--- config.mk ---
export PLATFORM = sky130hd
export DESIGN_NAME = iddr_deser
export DESIGN_NICKNAME = d
export VERILOG_FILES = /design/src/rtl/iddr_pkg.sv /design/src/rtl/iddr_deser_lane.sv /design/src/rtl/iddr_deser.sv
export SDC_FILE = /design/constraint.sdc
export NUM_CORES = 1
export LEC_CHECK = 0
export ABC_AREA = 0
export ABC_CLOCK_PERIOD_IN_PS = 1600
export CAP_MARGIN = 15
export CORE_MARGIN = 3
export CORE_UTILIZATION = 50
export CTS_BUF_LIST = sky130_fd_sc_hd__clkbuf_2 sky130_fd_sc_hd__clkbuf_4 sky130_fd_sc_hd__clkbuf_8
export CTS_CLUSTER_DIAMETER = 120
export DETAILED_ROUTE_END_ITERATION = 10
export MAX_ROUTING_LAYER = met4
export PLACE_DENSITY = 0.79
export SKIP_LAST_GASP = 1
export SLEW_MARGIN = 20
export SYNTH_ARGS = -nofsm -noshare
export SYNTH_HDL_FRONTEND = slang
export SYNTH_SLANG_ARGS = --single-unit
export TNS_END_PERCENT = 5
--- constraint.sdc ---
create_clock -name C -period 1.6 [get_ports C]
set_clock_uncertainty 0.2 [all_clocks]
set_input_delay 0.16 -clock C [delete_from_list [all_inputs] [get_ports C]]
set_output_delay 0.16 -clock C [all_outputs]
set_load 0.02 [all_outputs]
--- src/rtl/iddr_pkg.sv ---
// Shared constants and elaboration helpers for the iddr_deser block.
package iddr_pkg;

    localparam logic [23:0] DR_DDR = "DDR";
    localparam logic [23:0] DR_SDR = "SDR";

    // Posedges needed to collect one RATIO-bit word.
    function automatic int unsigned cpw(input int unsigned ratio, input logic [23:0] rate);
        return (rate == DR_DDR) ? ratio / 2 : ratio;
    endfunction

    // History depth: one full word plus RATIO-1 older bits for the slip window.
    function automatic int unsigned hist_w(input int unsigned ratio);
        return 2 * ratio - 1;
    endfunction

    // Counter width for values 0..n-1, never narrower than one bit.
    function automatic int unsigned cnt_w(input int unsigned n);
        return (n > 1) ? $clog2(n) : 1;
    endfunction

    function automatic logic params_legal(input int unsigned width, input int unsigned ratio,
                                          input logic [23:0] rate);
        if (width < 1 || width > 32) return 1'b0;
        if (ratio < 2 || ratio > 16) return 1'b0;
        if (rate == DR_DDR) return (ratio % 2) == 0;
        return rate == DR_SDR;
    endfunction

endpackage

--- src/rtl/iddr_deser_lane.sv ---
// One lane: edge capture flops, history shift register and slip-selected window.
module iddr_deser_lane
    import iddr_pkg::*;
#(
    parameter int unsigned RATIO     = 4,
    parameter logic [23:0] DATA_RATE = DR_DDR,
    parameter logic        INIT_Q    = 1'b0
) (
    input  logic                       i_clk,
    input  logic                       i_rst_n,
    input  logic                       i_ce,
    input  logic                       i_d,
    input  logic                       i_shift,
    input  logic [$clog2(RATIO)-1:0]   i_slip,
    output logic [RATIO-1:0]           o_window
);

    localparam int unsigned HW  = hist_w(RATIO);
    localparam int unsigned HIW = $clog2(HW);

    logic          r_rise;
    logic [HW-1:0] r_hist;
    logic [HW-1:0] w_hist_next;
    logic [HIW-1:0] w_idx;

    // Rising-edge capture of the serial input.
    always_ff @(posedge i_clk) begin
        if (!i_rst_n)  r_rise <= INIT_Q;
        else if (i_ce) r_rise <= i_d;
    end

    if (DATA_RATE == DR_DDR) begin : g_ddr
        logic r_fall;

        // Falling-edge capture; reset is sampled on this edge as well.
        always_ff @(negedge i_clk) begin
            if (!i_rst_n)  r_fall <= INIT_Q;
            else if (i_ce) r_fall <= i_d;
        end

        // Rise bit is older than fall bit; truncation drops the oldest two bits.
        assign w_hist_next = HW'({r_hist, r_rise, r_fall});
    end else begin : g_sdr
        assign w_hist_next = HW'({r_hist, r_rise});
    end

    // History register, newest bit at index 0.
    always_ff @(posedge i_clk) begin
        if (!i_rst_n)     r_hist <= '0;
        else if (i_shift) r_hist <= w_hist_next;
    end

    // Window taken from the post-shift history so an emit sees the completing bits.
    assign w_idx    = HIW'(i_slip);
    assign o_window = w_hist_next[w_idx +: RATIO];

endmodule

--- src/rtl/iddr_deser.sv ---
// Multi-lane IDDR deserialiser with shared word framing and bitslip.
module iddr_deser
    import iddr_pkg::*;
#(
    parameter int unsigned WIDTH     = 1,
    parameter int unsigned RATIO     = 4,
    parameter logic [23:0] DATA_RATE = DR_DDR,
    parameter logic        INIT_Q    = 1'b0
) (
    input  logic                       C,
    input  logic                       R,
    input  logic                       CE,
    input  logic [WIDTH-1:0]           D,
    input  logic                       BITSLIP,
    output logic [WIDTH*RATIO-1:0]     Q,
    output logic                       Q_VALID,
    output logic [$clog2(RATIO)-1:0]   SLIP_OFS
);

    localparam int unsigned CPW = cpw(RATIO, DATA_RATE);
    localparam int unsigned CW  = cnt_w(CPW);
    localparam int unsigned OW  = $clog2(RATIO);
    localparam logic [CW-1:0] CNT_LAST = CW'(CPW - 1);
    localparam logic [OW-1:0] OFS_LAST = OW'(RATIO - 1);

    if (!params_legal(WIDTH, RATIO, DATA_RATE)) begin : g_bad_params
        $error("iddr_deser: illegal WIDTH/RATIO/DATA_RATE combination");
    end

    logic                   r_prime;
    logic [CW-1:0]          r_cnt;
    logic [OW-1:0]          r_ofs;
    logic [WIDTH*RATIO-1:0] r_q;
    logic                   r_qv;
    logic                   w_shift;
    logic                   w_emit;
    logic [WIDTH*RATIO-1:0] w_words;

    assign w_shift = CE & r_prime;
    assign w_emit  = w_shift && (r_cnt == CNT_LAST);

    for (genvar g = 0; g < WIDTH; g++) begin : g_lane
        iddr_deser_lane #(
            .RATIO     (RATIO),
            .DATA_RATE (DATA_RATE),
            .INIT_Q    (INIT_Q)
        ) u_lane (
            .i_clk    (C),
            .i_rst_n  (R),
            .i_ce     (CE),
            .i_d      (D[g]),
            .i_shift  (w_shift),
            .i_slip   (r_ofs),
            .o_window (w_words[g*RATIO +: RATIO])
        );
    end

    // Shared framing: prime, word counter, slip offset and output word register.
    always_ff @(posedge C) begin
        if (!R) begin
            r_prime <= 1'b0;
            r_cnt   <= '0;
            r_ofs   <= '0;
            r_q     <= {(WIDTH*RATIO){INIT_Q}};
            r_qv    <= 1'b0;
        end else begin
            r_qv <= 1'b0;
            if (CE) begin
                if (!r_prime) begin
                    r_prime <= 1'b1;
                end else begin
                    r_cnt <= (r_cnt == CNT_LAST) ? '0 : r_cnt + 1'b1;
                    if (BITSLIP) r_ofs <= (r_ofs == OFS_LAST) ? '0 : r_ofs + 1'b1;
                    if (w_emit) begin
                        r_q  <= w_words;
                        r_qv <= 1'b1;
                    end
                end
            end
        end
    end

    assign Q        = r_q;
    assign Q_VALID  = r_qv;
    assign SLIP_OFS = r_ofs;

endmodule
**Word-level counts from Yosys, hierarchy flattened**

Cells that the tools add are included.

- Bits in registers: 16
- Memories: 0
- Latch bits: 0
- Bits in writable memories: 0
- Word-level logic and storage cells: 21
- Bits in read-only memories: 0

- $add $sub $neg: 2
- Bitwise gates (word level): 1
- Mux-type cells: 3
- Equality and inequality tests: 1
- Shift operators: 1
- Multipliers: 0
- Divide/modulo/power cells: 0
- Reductions and logical operators: 5
- Order comparisons: 0

Operators with widths:

| cell | count |
|---|---|
| $reduce_and A3 Y1 | 3 |
| $shiftx A7 B3 Y4 | 1 |
| $add A2 B1 Y2 const B | 1 |
| $eq A2 B2 Y1 const B | 1 |
| $mux W1 | 2 |
| $mux W2 | 1 |
| $reduce_and A2 Y1 | 1 |
| $add A1 B1 Y1 const B | 1 |
| $and A1 B1 Y1 | 1 |
| $logic_and A1 B1 Y1 | 1 |

**Longest topological paths before layout**

Gate-level depths: netlist (run 1).

- Depth after elaboration: 3
- Gate-level depth with buffers: 4
- Mapped depth without buffers: 3

**Modules after synthesis**

Synthesis (run 1) repeated with hierarchy kept, for this count alone.

- Cell total of the unflattened synthesis: 68
- Area, all modules: 739.5 sq um

By module, submodules not included:

| module | instances | sequential area each (sq um) | area each (sq um) | cells an instance |
|---|---|---|---|---|
| iddr_deser | 1 | 180.2 | 372.9 | 40 |
| iddr_deser_lane | 1 | 140.1 | 366.6 | 28 |

==> impl_metrics.json, run 1 <==
{
  "outcome": "complete, but fails checks",
  "violations": "setup timing",
  "power_frac_comb_pct": 9.9,
  "final_cell_area_um2": 928,
  "fp.dieH_um": 43.8,
  "syn-instance-count": 77,
  "cts_root_buf": "clkbuf_4",
  "synth.net_count": 83,
  "reg2reg_setup_slack_ns": -0.27,
  "drc": 0,
  "post_drt_wl_per_cell_um": 12.6,
  "arrival_ns": 1.85,
  "p_clk_share_pct": 36.1,
  "numClockSinks": 16,
  "rsz0062_at_grt": "true",
  "cts_resized": 0,
  "cp_slowest_stage_delay_ns": 0.29,
  "cts_made_buffers": 3,
  "end_kind": "flip-flop",
  "ys_seq_area_share_pct": 44.8,
  "firstDrtPassIters": 4,
  "synth_area_um2": 714,
  "grt_overflow": 0,
  "drtIter0Drc": 13,
  "track_usage_pct": 18.9,
  "placed_area_um2": 892,
  "hold_class": "in2reg",
  "grt_pass1_wl_um": 2570,
  "diodes": 0,
  "area_growth_pct": 29.9,
  "cp_slowest_cell": "dfxtp_1",
  "core_area_um2": 1320,
  "synth_seq_cells": 16,
  "worst_slack_ns": -0.266,
  "num_rows": 13,
  "pin_count": 12,
  "nNetsFinal": 105,
  "critPathLaunchType": "flip-flop",
  "final_common_cell": "dfxtp_1",
  "peakVddDrop_mv": 0.596,
  "whs_ns": 0.249,
  "postCtsSetupBuffers": 0,
  "wirelength_um": 1420,
  "power.internal_mw": 0.592,
  "slew_headroom_pct": 79.6,
  "place_congestion": 0.762,
  "clkTransAtPathRegs_ns": 0.09,
  "p_per_area_nw_per_um2": 833,
  "grt_start_max_net_pins": 16,
  "htree_levels": 1,
  "cts_tree": "done",
  "drv_slew": 0,
  "drtAntennaViolNets": 0,
  "switching_share_pct": 23.4,
  "grt_antenna_before_repair": 0,
  "die-area_um2": 1920,
  "dp_hpwl_um": 1030,
  "power_mw": 0.773,
  "path_max_fanout": 2,
  "seqPwrFrac_pct": 54.0,
  "ys_warn_count": 0,
  "avgSynthCellArea_um2": 9.28,
  "maxCapViolCount": 0,
  "yosysUniqueCellTypes": 24,
  "viasPerCell": 5.39,
  "drive_gt1_share_pct": 22.4,
  "setup_viol": 6,
  "clk_latency_ns": 0.34,
  "die_w_um": 43.8,
  "p_switching_mw": 0.181,
  "pre_cts_ws_ns": -0.427,
  "crit_required_ns": 1.58,
  "num_vias": 609,
  "hold_viol_final": 0,
  "floorplan.initialDensity_pct": 54.2,
  "io_buffers": 11,
  "setup.worst_path.class": "reg2reg",
  "tightestPinTransition_ns": 0.306,
  "cp_cell_sequence": "and2b_2 > a211oi_2 > o32ai_1",
  "p_leak_nw": 0.376,
  "final_cell_mix": "16 x dfxtp_1, 12 x nand2_1, 11 x clkdlybuf4s50_1",
  "holdBufCountCts": 0,
  "grt_pass1_vias": 628,
  "cts_buffer_depth": 2
}
synthesized netlist by cell type, drive strengths merged:
| cell | instances | area share [%] |
|---|---|---|
| a211oi | 2 | 2.1 |
| a21boi | 8 | 8.4 |
| and2 | 1 | 0.88 |
| and2b | 2 | 2.5 |
| and3 | 1 | 1.6 |
| buf | 4 | 4.4 |
| dfxtp | 16 | 45 |
| ha | 1 | 1.8 |
| inv | 3 | 1.6 |
| mux2 | 3 | 4.7 |
| mux2i | 1 | 1.4 |
| nand2 | 13 | 7.9 |
| nand2b | 2 | 1.8 |
| nand3 | 6 | 4.2 |
| nor2 | 6 | 3.2 |
| nor2b | 1 | 0.88 |
| o21a | 1 | 1.1 |
| o32ai | 4 | 4.9 |
| or3 | 1 | 0.88 |
| xnor2 | 1 | 1.2 |
per-stage QoR:
step / TNS, ns / util [%] / cells
2_1_floorplan: -0.269 / - / 77
3_3_place_gp: -0.764 / 67.7 / 109
3_5_place_dp: -0.978 / 67.7 / 109
4_1_cts: -0.695 / 70.5 / 113
5_1_grt: -1.11 / 70.5 / 113
6_report: -0.636 / 70.5 / 113
critical path: cells and delay by family (launching register included):
kind	cells	cell delay (ns)
AO/OA/AOI/OAI	2	0.23
flip-flops	1	0.29
AND/OR/NAND/NOR	1	0.19
sequential cells by signal, indices dropped and copies added (netlist names):
register	flops
SLIP_OFS	2
Q_VALID	1
g_lane.u_lane.g_ddr.r_fall	1
r_cnt	1
Q	4
g_lane.u_lane.r_rise	1
g_lane.u_lane.r_hist	5
r_prime	1
per-layer routing:
metal  global-route usage (%)  vias to the layer above  share of wire (%)
li1                         -                      305                  -
met1                     20.2                      286                 43
met2                     30.5                       13                 49
met3                     5.39                        5                4.4
met4                     11.4                        0                2.5
met5                        -                        -                  0
kinds of logic (layout without fill, tap and decap cells):
kind of cell	after synthesis	count (layout)	share of synthesized area [%]
compound gates	15	15	16.5
buf+inv	7	28	5.95
simple gates	33	33	23.6
flops	16	16	44.8
xor+xnor	1	1	1.23
fa+ha+maj	1	1	1.75
mux	4	4	6.13
repair_timing:
item / in CTS / in global routing
pin swaps: 1 / 0
gates cloned: 0 / 0
setup endpoints to repair: 9 / 10
power by group through the flow:
stage               logic (mW)  clock network, mW  registers (mW)
global route            0.0835              0.314           0.420
CTS                     0.0773              0.287           0.418
floorplan               0.0440            0.00782           0.426
detailed placement      0.0766            0.00782           0.427
finish                  0.0765              0.279           0.418
global placement        0.0747            0.00782           0.426
area by class of cell:
| cell class | count | area, um^2 |
|---|---|---|
| Clock buffer | 4 | 36.3 |
| Clock inverter | 1 | 3.75 |
| Fill cell | 109 | 389 |
| Inverter | 2 | 7.51 |
| Multi-Input combinational cell | 54 | 357 |
| Sequential cell | 16 | 320 |
| Tap cell | 15 | 18.8 |
| Timing Repair Buffer | 21 | 185 |
final timing paths:
kind | depth (start not counted) | start | endpoint
setup / recovery | 3 | g_lane[0].u_lane.g_ddr.r_fall | Q[0]
hold / removal | 3 | D | g_lane[0].u_lane.r_rise
setup reg to reg | 3 | g_lane[0].u_lane.g_ddr.r_fall | Q[0]
hold reg to reg | 2 | g_lane[0].u_lane.r_hist[3] | g_lane[0].u_lane.r_hist[3]
No activity file was read; power rests on OpenSTA's default activity.
==> run 2, diff against run 1 <==
--- a/config.mk
+++ b/config.mk
@@ -8,13 +8,15 @@
 export ABC_AREA = 0
 export ABC_CLOCK_PERIOD_IN_PS = 1600
 export CAP_MARGIN = 15
+export CELL_PAD_IN_SITES_DETAIL_PLACEMENT = 0
+export CELL_PAD_IN_SITES_GLOBAL_PLACEMENT = 2
 export CORE_MARGIN = 3
-export CORE_UTILIZATION = 50
+export CORE_UTILIZATION = 32
 export CTS_BUF_LIST = sky130_fd_sc_hd__clkbuf_2 sky130_fd_sc_hd__clkbuf_4 sky130_fd_sc_hd__clkbuf_8
 export CTS_CLUSTER_DIAMETER = 120
 export DETAILED_ROUTE_END_ITERATION = 10
 export MAX_ROUTING_LAYER = met4
-export PLACE_DENSITY = 0.79
+export PLACE_DENSITY = 0.81
 export SKIP_LAST_GASP = 1
 export SLEW_MARGIN = 20
 export SYNTH_ARGS = -nofsm -noshare
==> impl_metrics.json, run 2 (synthesized netlist as in run 1, its figures left out) <==
{
  "hold_viol_final": 0,
  "core_area_um2": 2040,
  "cts_tree": "done",
  "drc": 0,
  "seq_area_um2": 320,
  "floorplan.initialDensity_pct": 35.0,
  "io_buffers": 11,
  "outcome": "complete, but fails checks",
  "setup_viol": 5,
  "cp-endpoint": "Q[0]",
  "holdBufCountCts": 0,
  "fill_cells": 226,
  "crit_start": "g_lane[0].u_lane.g_ddr.r_fall",
  "reg2reg_setup_slack_ns": -0.27,
  "cts_made_buffers": 3,
  "place_inst": 121,
  "cp_slowest_stage_delay_ns": 0.30,
  "crit_buf_inv": 0,
  "p_per_area_nw_per_um2": 774,
  "path_delay_family": "flip-flops",
  "pre_cts_ws_ns": -0.433,
  "dp_hpwl_um": 1080,
  "grt_pass1_wl_um": 2600,
  "hold_class": "in2reg",
  "post_drt_wl_per_cell_um": 11.7,
  "num_vias": 582,
  "drv_slew": 0,
  "numClockSinks": 16,
  "arrival_ns": 1.84,
  "reg2reg_to": "Q[0]",
  "clkTransAtPathRegs_ns": 0.10,
  "htree_levels": 1,
  "tightestPinTransition_ns": 0.322,
  "grt_start_max_net_pins": 16,
  "firstDrtPassIters": 3,
  "pin_count": 12,
  "die-area_um2": 2840,
  "maxCapViolCount": 0,
  "r2r-start": "g_lane[0].u_lane.g_ddr.r_fall",
  "drive_gt1_share_pct": 21.4,
  "path_max_fanout": 2,
  "drtIter0Drc": 2,
  "die_w_um": 53.3,
  "reg2reg_depth": 3,
  "postCtsSetupBuffers": 0,
  "clk_latency_ns": 0.33,
  "wirelength_um": 1460,
  "worstSetupPathDepth": 3,
  "cp_cell_sequence": "and2b_2 > a211oi_2 > o32ai_1",
  "largest_reg_flops": 5,
  "grt_overflow": 0,
  "cts_root_buf": "clkbuf_4",
  "p_leak_nw": 0.370,
  "track_usage_pct": 13.1,
  "nNetsFinal": 105,
  "rsz0062_at_grt": "true",
  "final_common_cell": "dfxtp_1",
  "multiInputGateArea_um2": 357,
  "worst_slack_ns": -0.265,
  "critPathLaunchType": "flip-flop",
  "power_mw": 0.722,
  "final.setup.tns_ns": -0.662,
  "peakVddDrop_mv": 0.348,
  "whs_ns": 0.248,
  "crit_required_ns": 1.57,
  "cts_buffer_depth": 2,
  "num_rows": 16,
  "drtAntennaViolNets": 0,
  "final_cell_mix": "16 x dfxtp_1, 12 x nand2_1, 11 x clkdlybuf4s50_1",
  "final_cells": 125,
  "regMostFlops": "g_lane.u_lane.r_hist",
  "cts_resized": 0,
  "grt_antenna_before_repair": 0,
  "viasPerCell": 4.66,
  "min_path_cells": 3,
  "fp.dieH_um": 53.3,
  "grt_pass1_vias": 626,
  "setup.worst_path.class": "reg2reg",
  "cp_slowest_cell": "dfxtp_1",
  "violations": "setup timing",
  "slew_headroom_pct": 78.5,
  "place_congestion": 0.764,
  "diodes": 0,
  "end_kind": "flip-flop",
  "area_growth_pct": 30.6
}
==> run 2: power by group <==
part           total (mW)  leakage (nW)  internal (mW)  switching [mW]
Sequential          0.419         0.130          0.408          0.0112
Clock               0.228        0.0207         0.0937           0.134
Combinational      0.0751         0.220         0.0424          0.0327
==> run 2: metrics by stage <==
stage	utilization, %	cell area, um^2
final	45.7	933
after global routing	45.7	933
after CTS	45.7	933
after detailed placement	44.4	907
after global placement	44.4	907
after floorplan	-	719
==> run 2: final cells by class <==
class                      instances  share of cell area [%]
clock buffer                       3                    2.41
clock inverter                     2                   0.804
tap                               27                    3.62
sequential                        16                    34.3
inverter                           2                   0.804
timing repair buffer              21                    19.8
multi-input combinational         54                    38.2
==> run 2: worst min-delay path, cell delays in order <==
cell and delay, ns:
clkdlybuf4s50_1 0.40, nand2_1 0.07, a21boi_0 0.07
==> run 2: how the worst min path moves through the flow <==
stage                          startpoint                          to  slack [ns]
4_1_cts                                 D     g_lane[0].u_lane.r_rise        0.25
3_5_place_dp   g_lane[0].u_lane.r_hist[3]  g_lane[0].u_lane.r_hist[3]        0.26
6_report                                D     g_lane[0].u_lane.r_rise        0.25
2_1_floorplan                           R                     Q_VALID        0.06
5_1_grt                                 D     g_lane[0].u_lane.r_rise        0.25
3_3_place_gp   g_lane[0].u_lane.r_hist[3]  g_lane[0].u_lane.r_hist[3]        0.25
==> run 2: repair_timing <==
| item | CTS | global route |
|---|---|---|
| endpoints found under the setup margin | 6 | 10 |
| hold endpoints to repair | 0 | 0 |
| pin swaps | 1 | 0 |
| gates cloned | 0 | 0 |
==> run 2: per-layer routing <==
metal | global-route usage (%) | up-vias | wire [um]
met3 | 2.54 | 2 | 45
met2 | 20.6 | 7 | 683
met5 | - | - | 0
met1 | 15.5 | 266 | 715
met4 | 7.66 | 0 | 14
li1 | - | 307 | -
==> run 3, diff against run 2 <==
--- a/config.mk
+++ b/config.mk
@@ -16,7 +16,7 @@
 export CTS_CLUSTER_DIAMETER = 120
 export DETAILED_ROUTE_END_ITERATION = 10
 export MAX_ROUTING_LAYER = met4
-export PLACE_DENSITY = 0.81
+export PLACE_DENSITY = 0.87
 export SKIP_LAST_GASP = 1
 export SLEW_MARGIN = 20
 export SYNTH_ARGS = -nofsm -noshare
==> impl_metrics.json, run 3 (synthesized netlist as in run 1, its figures left out) <==
{
  "numClockSinks": 16,
  "grt_antenna_before_repair": 0,
  "drc": 0,
  "setup_viol": 5,
  "track_usage_pct": 12.1,
  "drive_gt1_share_pct": 22.7,
  "pin_count": 12,
  "firstDrtPassIters": 3,
  "clk_latency_ns": 0.34,
  "peakVddDrop_mv": 0.536,
  "outcome": "complete, but fails checks",
  "grt_overflow": 0,
  "arrival_ns": 1.89,
  "pre_cts_ws_ns": -0.383,
  "cp_cell_sequence": "and2b_2 > a211oi_2 > o32ai_2",
  "core_area_um2": 2040,
  "fill_cells": 214,
  "drtAntennaViolNets": 0,
  "dp_hpwl_um": 1050,
  "floorplan.initialDensity_pct": 35.0,
  "grt_pass1_wl_um": 2330,
  "critPathLaunchType": "flip-flop",
  "fin_util_pct": 45.9,
  "min_from": "g_lane[0].u_lane.r_hist[3]",
  "fp.dieH_um": 53.3,
  "rsz0062_at_grt": "true",
  "whs_ns": 0.264,
  "hold_viol_final": 0,
  "drtIter0Drc": 6,
  "setup.worst_path.class": "reg2reg",
  "path_delay_family": "flip-flops",
  "tightestPinTransition_ns": 0.328,
  "num_vias": 571,
  "die_w_um": 53.3,
  "regMostFlops": "g_lane.u_lane.r_hist",
  "final_cell_mix": "16 x dfxtp_1, 12 x nand2_1, 11 x clkdlybuf4s50_1",
  "reg2reg_depth": 3,
  "io_buffers": 11,
  "viasPerCell": 4.60,
  "place_congestion": 0.752,
  "worst_slack_ns": -0.318,
  "path_max_fanout": 2,
  "cts_buffer_depth": 2,
  "nNetsFinal": 104,
  "clkTransAtPathRegs_ns": 0.09,
  "multiInputGateArea_um2": 364,
  "grt_start_max_net_pins": 16,
  "worstSetupPathDepth": 3,
  "min_path_cells": 2,
  "htree_levels": 1,
  "crit_buf_inv": 0,
  "cts_made_buffers": 3,
  "post_drt_wl_per_cell_um": 11.5,
  "area_growth_pct": 31.2,
  "maxCapViolCount": 0,
  "seq_area_um2": 320,
  "cp_slowest_stage_delay_ns": 0.30,
  "cp_slowest_cell": "dfxtp_1",
  "wirelength_um": 1430,
  "cts_tree": "done",
  "diodes": 0,
  "slew_headroom_pct": 78.1,
  "die-area_um2": 2840,
  "violations": "setup timing",
  "end_kind": "flip-flop",
  "crit_start": "g_lane[0].u_lane.g_ddr.r_fall",
  "r2r-start": "g_lane[0].u_lane.g_ddr.r_fall",
  "power_mw": 0.738,
  "grt_pass1_vias": 527,
  "num_rows": 16,
  "hold_class": "reg2reg",
  "largest_reg_flops": 5,
  "p_leak_nw": 0.370,
  "p_per_area_nw_per_um2": 787,
  "cts_root_buf": "clkbuf_4",
  "drv_slew": 0,
  "crit_required_ns": 1.57,
  "final_common_cell": "dfxtp_1"
}
## run 3: worst paths after layout
| check | end | slack [ns] |
|---|---|---|
| min reg2reg | g_lane[0].u_lane.r_hist[3] | 0.26 |
| min | g_lane[0].u_lane.r_hist[3] | 0.26 |
| max | Q[0] | -0.32 |
| max reg2reg | Q[0] | -0.32 |
## run 3: per-stage QoR
step / area, um^2 / TNS, ns / instances
finish: 937 / -0.664 / 124
global route: 937 / -1.08 / 124
detailed placement: 900 / -1.03 / 120
floorplan: 719 / -0.269 / 77
global placement: 900 / -0.815 / 120
CTS: 930 / -0.687 / 124
## run 3: worst reg2reg max path: cells and delay by family, from the launching register on
| kind | cells | cell delay (ns) |
|---|---|---|
| and+or+nand+nor | 1 | 0.19 |
| DFF | 1 | 0.30 |
| AOI/OAI and AO/OA | 2 | 0.26 |
## run 3: cell type report
cell class              count  area share (%)
multi-input cells          54            38.9
repair buffers             20            19.0
inverters                   2           0.801
flip-flops and latches     16            34.2
well taps                  27            3.60
clock inverters             1           0.401
clock buffers               4            3.20
## run 3: timing repair
item	in CTS	in global routing
pin swaps	1	0
setup buffers	0	0
endpoints found under the hold margin	0	0
setup endpoints to repair	6	9
resized for setup	0	1
hold buffers	0	0
## run 3: per-layer routing
| layer | part of all wire (%) | track usage, % | routed length [um] |
|---|---|---|---|
| met1 | 50 | 15.1 | 711 |
| met2 | 45 | 16.9 | 635 |
| met3 | 4.4 | 5.07 | 62 |
| met4 | 1.1 | 5.11 | 15 |
| met5 | 0 | - | 0 |
## run 3: power breakdown
group	switching, mW	internal, mW
Clock	0.127	0.117
Combinational	0.0339	0.0412
Sequential	0.0107	0.408
